==> src/rtl/rtds_pkg.sv <==
// Shared definitions for the RTDS receive path: word width, default bank depth
// and the deframer state encoding.
package rtds_pkg;

  localparam int RTDS_WORD_W    = 32;
  localparam int RTDS_MAX_WORDS = 64;

  typedef enum logic [1:0] {
    S_IDLE    = 2'd0,
    S_RECV    = 2'd1,
    S_DISCARD = 2'd2
  } rtds_state_t;

endpackage

==> src/rtl/rtds_word_bank.sv <==
// Double-buffered packet store: simple dual-port RAM, one write port and a
// registered read port. The MSB of each address selects the half.
module rtds_word_bank
  import rtds_pkg::*;
#(
  parameter int AW = 7
) (
  input  logic                   clk,
  input  logic                   srst,
  input  logic                   wr_en,
  input  logic [AW-1:0]          wr_addr,
  input  logic [RTDS_WORD_W-1:0] wr_data,
  input  logic [AW-1:0]          rd_addr,
  output logic [RTDS_WORD_W-1:0] rd_data
);

  logic [RTDS_WORD_W-1:0] mem [0:(1<<AW)-1];

  always_ff @(posedge clk) begin
    if (wr_en) begin
      mem[wr_addr] <= wr_data;
    end
  end

  // Contents are never cleared; only the output register resets.
  always_ff @(posedge clk) begin
    if (srst) begin
      rd_data <= '0;
    end else begin
      rd_data <= mem[rd_addr];
    end
  end

endmodule

==> src/rtl/rtds_rx_deframer.sv <==
// RTDS packet deframer on the Aurora RX stream: length check, double-buffered
// word bank, stats and delayed reply trigger. Optional macro: RX_TIMESTAMP_EN.
module rtds_rx_deframer
  import rtds_pkg::*;
#(
  parameter int MAX_WORDS = RTDS_MAX_WORDS,
  parameter int ADDR_W    = 6
) (
  input  logic                   user_clk,
  input  logic                   sys_reset,
  input  logic                   s_axis_tvalid,
  input  logic [RTDS_WORD_W-1:0] s_axis_tdata,
  input  logic                   s_axis_tlast,
  input  logic [ADDR_W:0]        cfg_exp_words,
  input  logic [15:0]            cfg_tx_delay,
  input  logic [ADDR_W-1:0]      rd_addr,
  output logic [RTDS_WORD_W-1:0] rd_data,
  output logic                   pkt_done,
  output logic                   tx_trigger,
  output logic                   busy,
  output logic [31:0]            stat_pkt_cnt,
  output logic [15:0]            stat_err_cnt,
  output logic [ADDR_W:0]        stat_last_len,
  output logic [31:0]            stat_last_ts
);

  localparam int LEN_W = ADDR_W + 1;
  localparam logic [LEN_W-1:0] CNT_MAX = LEN_W'(MAX_WORDS);
  localparam logic [LEN_W-1:0] OVF_LEN = LEN_W'(MAX_WORDS + 1);
  localparam logic [LEN_W-1:0] CNT_ONE = LEN_W'(1);

  rtds_state_t      state_reg, state_next;
  logic [LEN_W-1:0] cnt_reg, cnt_next;
  logic             bank_sel_reg;
  logic             wr_en;
  logic             eval_en;
  logic             eval_good;
  logic [LEN_W-1:0] eval_len;

  logic             pkt_done_reg;
  logic [31:0]      pkt_cnt_reg;
  logic [15:0]      err_cnt_reg;
  logic [LEN_W-1:0] last_len_reg;
  logic             dly_active_reg;
  logic [15:0]      dly_cnt_reg;

  always_ff @(posedge user_clk) begin
    if (sys_reset) begin
      state_reg <= S_IDLE;
      cnt_reg   <= '0;
    end else begin
      state_reg <= state_next;
      cnt_reg   <= cnt_next;
    end
  end

  // cnt_reg holds the number of beats already taken, i.e. the index of the current beat.
  always_comb begin
    state_next = state_reg;
    cnt_next   = cnt_reg;
    wr_en      = 1'b0;
    eval_en    = 1'b0;
    eval_good  = 1'b0;
    eval_len   = cnt_reg + CNT_ONE;
    if (s_axis_tvalid) begin
      case (state_reg)
        S_IDLE: begin
          wr_en    = 1'b1;
          eval_len = CNT_ONE;
          if (s_axis_tlast) begin
            eval_en   = 1'b1;
            eval_good = (cfg_exp_words == CNT_ONE);
          end else begin
            state_next = S_RECV;
            cnt_next   = CNT_ONE;
          end
        end
        S_RECV: begin
          wr_en = (cnt_reg != CNT_MAX);
          if (s_axis_tlast) begin
            eval_en    = 1'b1;
            eval_good  = (cnt_reg != CNT_MAX) && (eval_len == cfg_exp_words);
            state_next = S_IDLE;
            cnt_next   = '0;
          end else if (cnt_reg == CNT_MAX) begin
            state_next = S_DISCARD;
          end else begin
            cnt_next = cnt_reg + CNT_ONE;
          end
        end
        S_DISCARD: begin
          eval_len = OVF_LEN;
          if (s_axis_tlast) begin
            eval_en    = 1'b1;
            state_next = S_IDLE;
            cnt_next   = '0;
          end
        end
        default: begin
          state_next = S_IDLE;
          cnt_next   = '0;
        end
      endcase
    end
  end

  always_ff @(posedge user_clk) begin
    if (sys_reset) begin
      bank_sel_reg <= 1'b0;
      pkt_done_reg <= 1'b0;
      pkt_cnt_reg  <= '0;
      err_cnt_reg  <= '0;
      last_len_reg <= '0;
    end else begin
      pkt_done_reg <= eval_en && eval_good;
      if (eval_en) begin
        last_len_reg <= eval_len;
        if (eval_good) begin
          bank_sel_reg <= ~bank_sel_reg;
          pkt_cnt_reg  <= pkt_cnt_reg + 32'd1;
        end else if (err_cnt_reg != 16'hFFFF) begin
          err_cnt_reg <= err_cnt_reg + 16'd1;
        end
      end
    end
  end

  // A fresh pkt_done always reloads, so a pending trigger for an older packet is dropped.
  always_ff @(posedge user_clk) begin
    if (sys_reset) begin
      dly_active_reg <= 1'b0;
      dly_cnt_reg    <= '0;
    end else if (pkt_done_reg) begin
      dly_active_reg <= (cfg_tx_delay != 16'd0);
      dly_cnt_reg    <= cfg_tx_delay;
    end else if (dly_active_reg) begin
      if (dly_cnt_reg == 16'd1) begin
        dly_active_reg <= 1'b0;
      end
      dly_cnt_reg <= dly_cnt_reg - 16'd1;
    end
  end

  assign tx_trigger    = pkt_done_reg ? (cfg_tx_delay == 16'd0)
                                      : (dly_active_reg && (dly_cnt_reg == 16'd1));
  assign pkt_done      = pkt_done_reg;
  assign busy          = (state_reg != S_IDLE);
  assign stat_pkt_cnt  = pkt_cnt_reg;
  assign stat_err_cnt  = err_cnt_reg;
  assign stat_last_len = last_len_reg;

`ifdef RX_TIMESTAMP_EN
  logic [31:0] ts_reg;
  logic [31:0] last_ts_reg;

  always_ff @(posedge user_clk) begin
    if (sys_reset) begin
      ts_reg      <= '0;
      last_ts_reg <= '0;
    end else begin
      ts_reg <= ts_reg + 32'd1;
      if (eval_en && eval_good) begin
        last_ts_reg <= ts_reg;
      end
    end
  end

  assign stat_last_ts = last_ts_reg;
`else
  assign stat_last_ts = 32'h0;
`endif

  rtds_word_bank #(
    .AW (ADDR_W + 1)
  ) u_bank (
    .clk     (user_clk),
    .srst    (sys_reset),
    .wr_en   (wr_en),
    .wr_addr ({~bank_sel_reg, cnt_reg[ADDR_W-1:0]}),
    .wr_data (s_axis_tdata),
    .rd_addr ({bank_sel_reg, rd_addr}),
    .rd_data (rd_data)
  );

endmodule

==> config.mk <==
export PLATFORM = sky130hd
export DESIGN_NAME = rtds_rx_deframer
export DESIGN_NICKNAME = d
export VERILOG_FILES = /design/src/rtl/rtds_pkg.sv /design/src/rtl/rtds_word_bank.sv /design/src/rtl/rtds_rx_deframer.sv
export SDC_FILE = /design/constraint.sdc
export NUM_CORES = 2
export LEC_CHECK = 0
export ABC_AREA = 1
export CAP_MARGIN = 20
export CELL_PAD_IN_SITES_DETAIL_PLACEMENT = 1
export CELL_PAD_IN_SITES_GLOBAL_PLACEMENT = 1
export CORE_MARGIN = 5
export CORE_UTILIZATION = 37
export CTS_CLUSTER_DIAMETER = 200
export DETAILED_ROUTE_END_ITERATION = 10
export DONT_BUFFER_PORTS = 1
export HOLD_SLACK_MARGIN = 0.1
export PLACE_DENSITY_LB_ADDON = 0.12
export SLEW_MARGIN = 20
export SYNTH_ARGS = -nofsm -noshare
export SYNTH_HDL_FRONTEND = slang
export SYNTH_HIERARCHICAL = 1
export SYNTH_SLANG_ARGS = --single-unit
==> constraint.sdc <==
create_clock -name user_clk -period 3.8 [get_ports user_clk]
set_input_delay 0.19 -clock user_clk [delete_from_list [all_inputs] [get_ports user_clk]]
set_output_delay 0.19 -clock user_clk [all_outputs]
set_load 0.02 [all_outputs]
==> results by group <==
Status
  – Run status: finished with violations
  – Failing checks: slew limit, setup timing

Logic synthesis
  – YS warnings: 6
  – Post-synth EDFFs: 4096
  – Yosys cell types: 45
  – Yosys top cell area share: 71.92%
  – Synth Register Bits: 4211
  – Top post-synthesis cells by area: edfxtp_1 72%, nand3_1 12%, nand2_1 10%
  – Synthesized area per cell: 11.84 µm²
  – FFs w/ async S/R, synth: 0%
  – Cells after Synth: 14442
  – Sequential share of the synthesized area: 73.26%
  – Most common cell in the synthesized netlist: nand2_1
  – Ys flop type: edfxtp_1
  – Synth top cells by count: 4673 x nand2_1, 4096 x edfxtp_1, 3939 x nand3_1, 514 x buf_2, 310 x nor2_1
  – Netlist Area Pre-Place: 171000 µm²
  – Leading area contributor after synthesis: edfxtp_1

Place
  – Port bufs: 0
  – Final HPWL DP: 328200 µm
  – Post-Place Cells: 20310
  – GPL Wtd Cong: 0.7859
  – Placed Area: 183700 µm²

Floorplan
  – I/O pin total: 187
  – Initial core utilization: 37.17%
  – Die height: 689.9 µm
  – Die ar.: 475900 µm²
  – Core footprint: 460200 µm²
  – Floorplan row count: 249
  – Die Wd: 689.9 µm

Timing
  – Min cycle time layout: 3.848 ns
  – Setup violators final: 2
  – Worst-margin pin slew: 1.715 ns
  – Fin Clk Skew: 0.05660 ns
  – Unrepaired setup endpoints after global routing: false
  – Crit share post-route: 101.3%
  – Slew Viols, Final: 190
  – Slew margin rel.: -14.31%
  – Final critical-path setup slack: -0.04846 ns
  – Final hold vios: 0
  – Hold slack: 0.1233 ns
  – Max Clk Rate: 259.8 MHz

Drt
  – Wire per inst: 29.15 µm
  – # DRC: 0
  – Drt total wl: 622200 µm
  – Antenna Nets Post-Route: 0
  – DRT iter0 DRCs: 10852
  – Via total after detailed routing: 118658
  – Via density: 5.560
  – Drt pass-1 iters: 5

Power and ir drop
  – Maximum vdd drop: 0.0004080 V
  – Leak: 70.38 nW
  – Pwr dens: 505.7 nW/µm²

Clock network
  – Cts bufs inserted: 464
  – Clock sinks: 4211
  – CTS tree: built
  – Setup bufs post-CTS: 0
  – Clock slew at reported path FFs: 0.06 ns
  – Root Buffer Master: clkbuf_16
  – H-tree levels: 5
  – CTS Buffer Depth: 4
  – Clk_lat worst skew: 1.01 ns

Critical path
  – CP cell instances: buf_16, buf_16, buf_16, buf_16, buf_16, inv_16, buf_12, buf_12, buf_4, nand2_1, nand3_1, nand3_1, nand3_1, nand3_1, nand2_1, nand2_1, nand2_1, nor2_1, buf_4, nor2_1
  – Critical Path Sink Type: register
  – WP data required: 4.71 ns
  – Crit-path max FO: 190
  – Slowest stage delay, CP: 0.73 ns
  – Delay-heaviest family, CP: buffers and inverters
  – Critical path launch point type: input port
  – CP dominant cell by count: buf_16
  – Worst Path Arrival: 4.76 ns
  – Critical path buffers and inverters: 10
  – Critical-path cell with the highest stage delay: nor2_1
  – Worst setup path class: input port to register

Min path
  – Hold WC Path Type: input port to register

Finish
  – Finished Cell Area: 200900 µm²
  – Register area: 125300 µm²
  – Max reg flops: 4096
  – Final non-filler cell total: 21341
  – Area of the multi-input gates: 40750 µm²
  – Area grow syn2layout: 17.45%
  – # nets final: 14853
  – Proportion of layout cells with a drive suffix above 1: 9.961%
  – Fin util: 43.65%
  – Largest Register: u_bank/mem
  – Fill count: 47738

Global routing
  – Vias in the first global route: 122257
  – Largest net degree at the start of global routing: 514
  – First-pass GRT wire length: 884100 µm
  – Antenna violations before repair: 31
  – Overall Global Routing Usage: 25.46%
  – Gr ovfl total: 0

Run
  – Max Cap Viol: 0
cell type report:
type	instances	area share, %
antenna	23	0.02865
clock buffer	599	6.200
clock inverter	254	1.070
inverter	163	0.3295
multi-input combinational	9131	20.29
sequential	4211	62.38
tap	6149	3.830
timing repair buffer	811	5.871
power breakdown:
part / switching (mW) / internal [mW] / total [mW] / leakage [nW]
logic: 4.71 / 1.89 / 6.60 / 25.5
registers: 0.188 / 51.0 / 51.2 / 37.8
clock network: 18.8 / 25.0 / 43.8 / 7.13
cell usage in the layout, fill, tap and decap left out, drive strengths merged:
cell type | netlist | routed
xor2 | 10 | 10
a211oi | 4 | 4
dfxtp | 115 | 115
xnor2 | 3 | 3
bufinv | 0 | 30
diode | 0 | 23
a21oi | 20 | 20
nand3 | 3942 | 3942
bufbuf | 0 | 9
o311ai | 1 | 1
o21bai | 16 | 16
edfxtp | 4096 | 4096
dlygate4sd3 | 0 | 102
o211ai | 1 | 1
a22oi | 1 | 1
nor4 | 4 | 4
clkinvlp | 0 | 6
ha | 6 | 6
nor3 | 28 | 28
clkbuf | 139 | 602
o31ai | 1 | 1
a31oi | 13 | 13
nand2 | 4679 | 4680
nor3b | 2 | 2
conb | 1 | 32
nor2 | 316 | 316
buf | 830 | 697
nand3b | 1 | 1
inv | 162 | 170
o21ai | 19 | 19
and3 | 1 | 1
nand4 | 30 | 30
clkinv | 1 | 211
timing repair:
item                       4_1_cts  5_1_grt
pin swaps                        0        1
hold endpoints to repair      4211        0
resized for setup                4        7
setup endpoints to repair       32       17
cloned                           9        4
hold buffers                   142        0
final timing paths:
| kind | end | slack, ns | from | cells past startpoint |
|---|---|---|---|---|
| worst max register to register | stat_pkt_cnt[21]$_SDFFE_PP0P_ | 0.26 | cnt_reg[0]$_SDFFE_PP0P_ | 16 |
| worst min-delay path | u_bank/rd_data[12]$_SDFF_PP0_ | 0.12 | rd_addr[5] | 5 |
| worst min register to register | dly_cnt_reg[15]$_SDFFE_PP0P_ | 0.50 | dly_cnt_reg[15]$_SDFFE_PP0P_ | 2 |
| worst max-delay path | u_bank/rd_data[25]$_SDFF_PP0_ | -0.05 | rd_addr[0] | 20 |
metal layers:
| layer | part of all wire [%] | global-route usage [%] |
|---|---|---|
| met5 | 0.0043 | 0 |
| met3 | 5.8 | 3.247 |
| met2 | 48 | 42.74 |
| met4 | 3.5 | 8.079 |
| met1 | 43 | 34.44 |
worst min-delay path, delay by kind of cell:
| family | cells | cell delay (ns) |
|---|---|---|
| buf+inv | 1 | 0.14 |
| simple gates | 4 | 0.73 |
per-stage QoR:
stage	power [mW]	setup slack, ns	setup TNS, ns
after CTS	102.6	0.01673	0
final	101.6	-0.04846	-0.05296
after global placement	57.44	-2.757	-74.45
after detailed placement	57.52	-2.568	-68.30
after global routing	105.0	0.007381	0
after floorplan	55.36	0.2025	0
logic make-up (layout without fill, tap and decap cells):
kind of cell	after synthesis	count (layout)	share of synthesized area (%)
flip-flops	4211	4211	73.26
other	1	55	0.002193
buffers and inverters	1132	1827	3.577
adder cells (fa/ha/maj)	6	6	0.04389
AO/OA/AOI/OAI	76	76	0.2817
AND/OR/NAND/NOR	9003	9004	22.77
XOR/XNOR	13	13	0.06657
No activity file was read; power rests on OpenSTA's default activity.
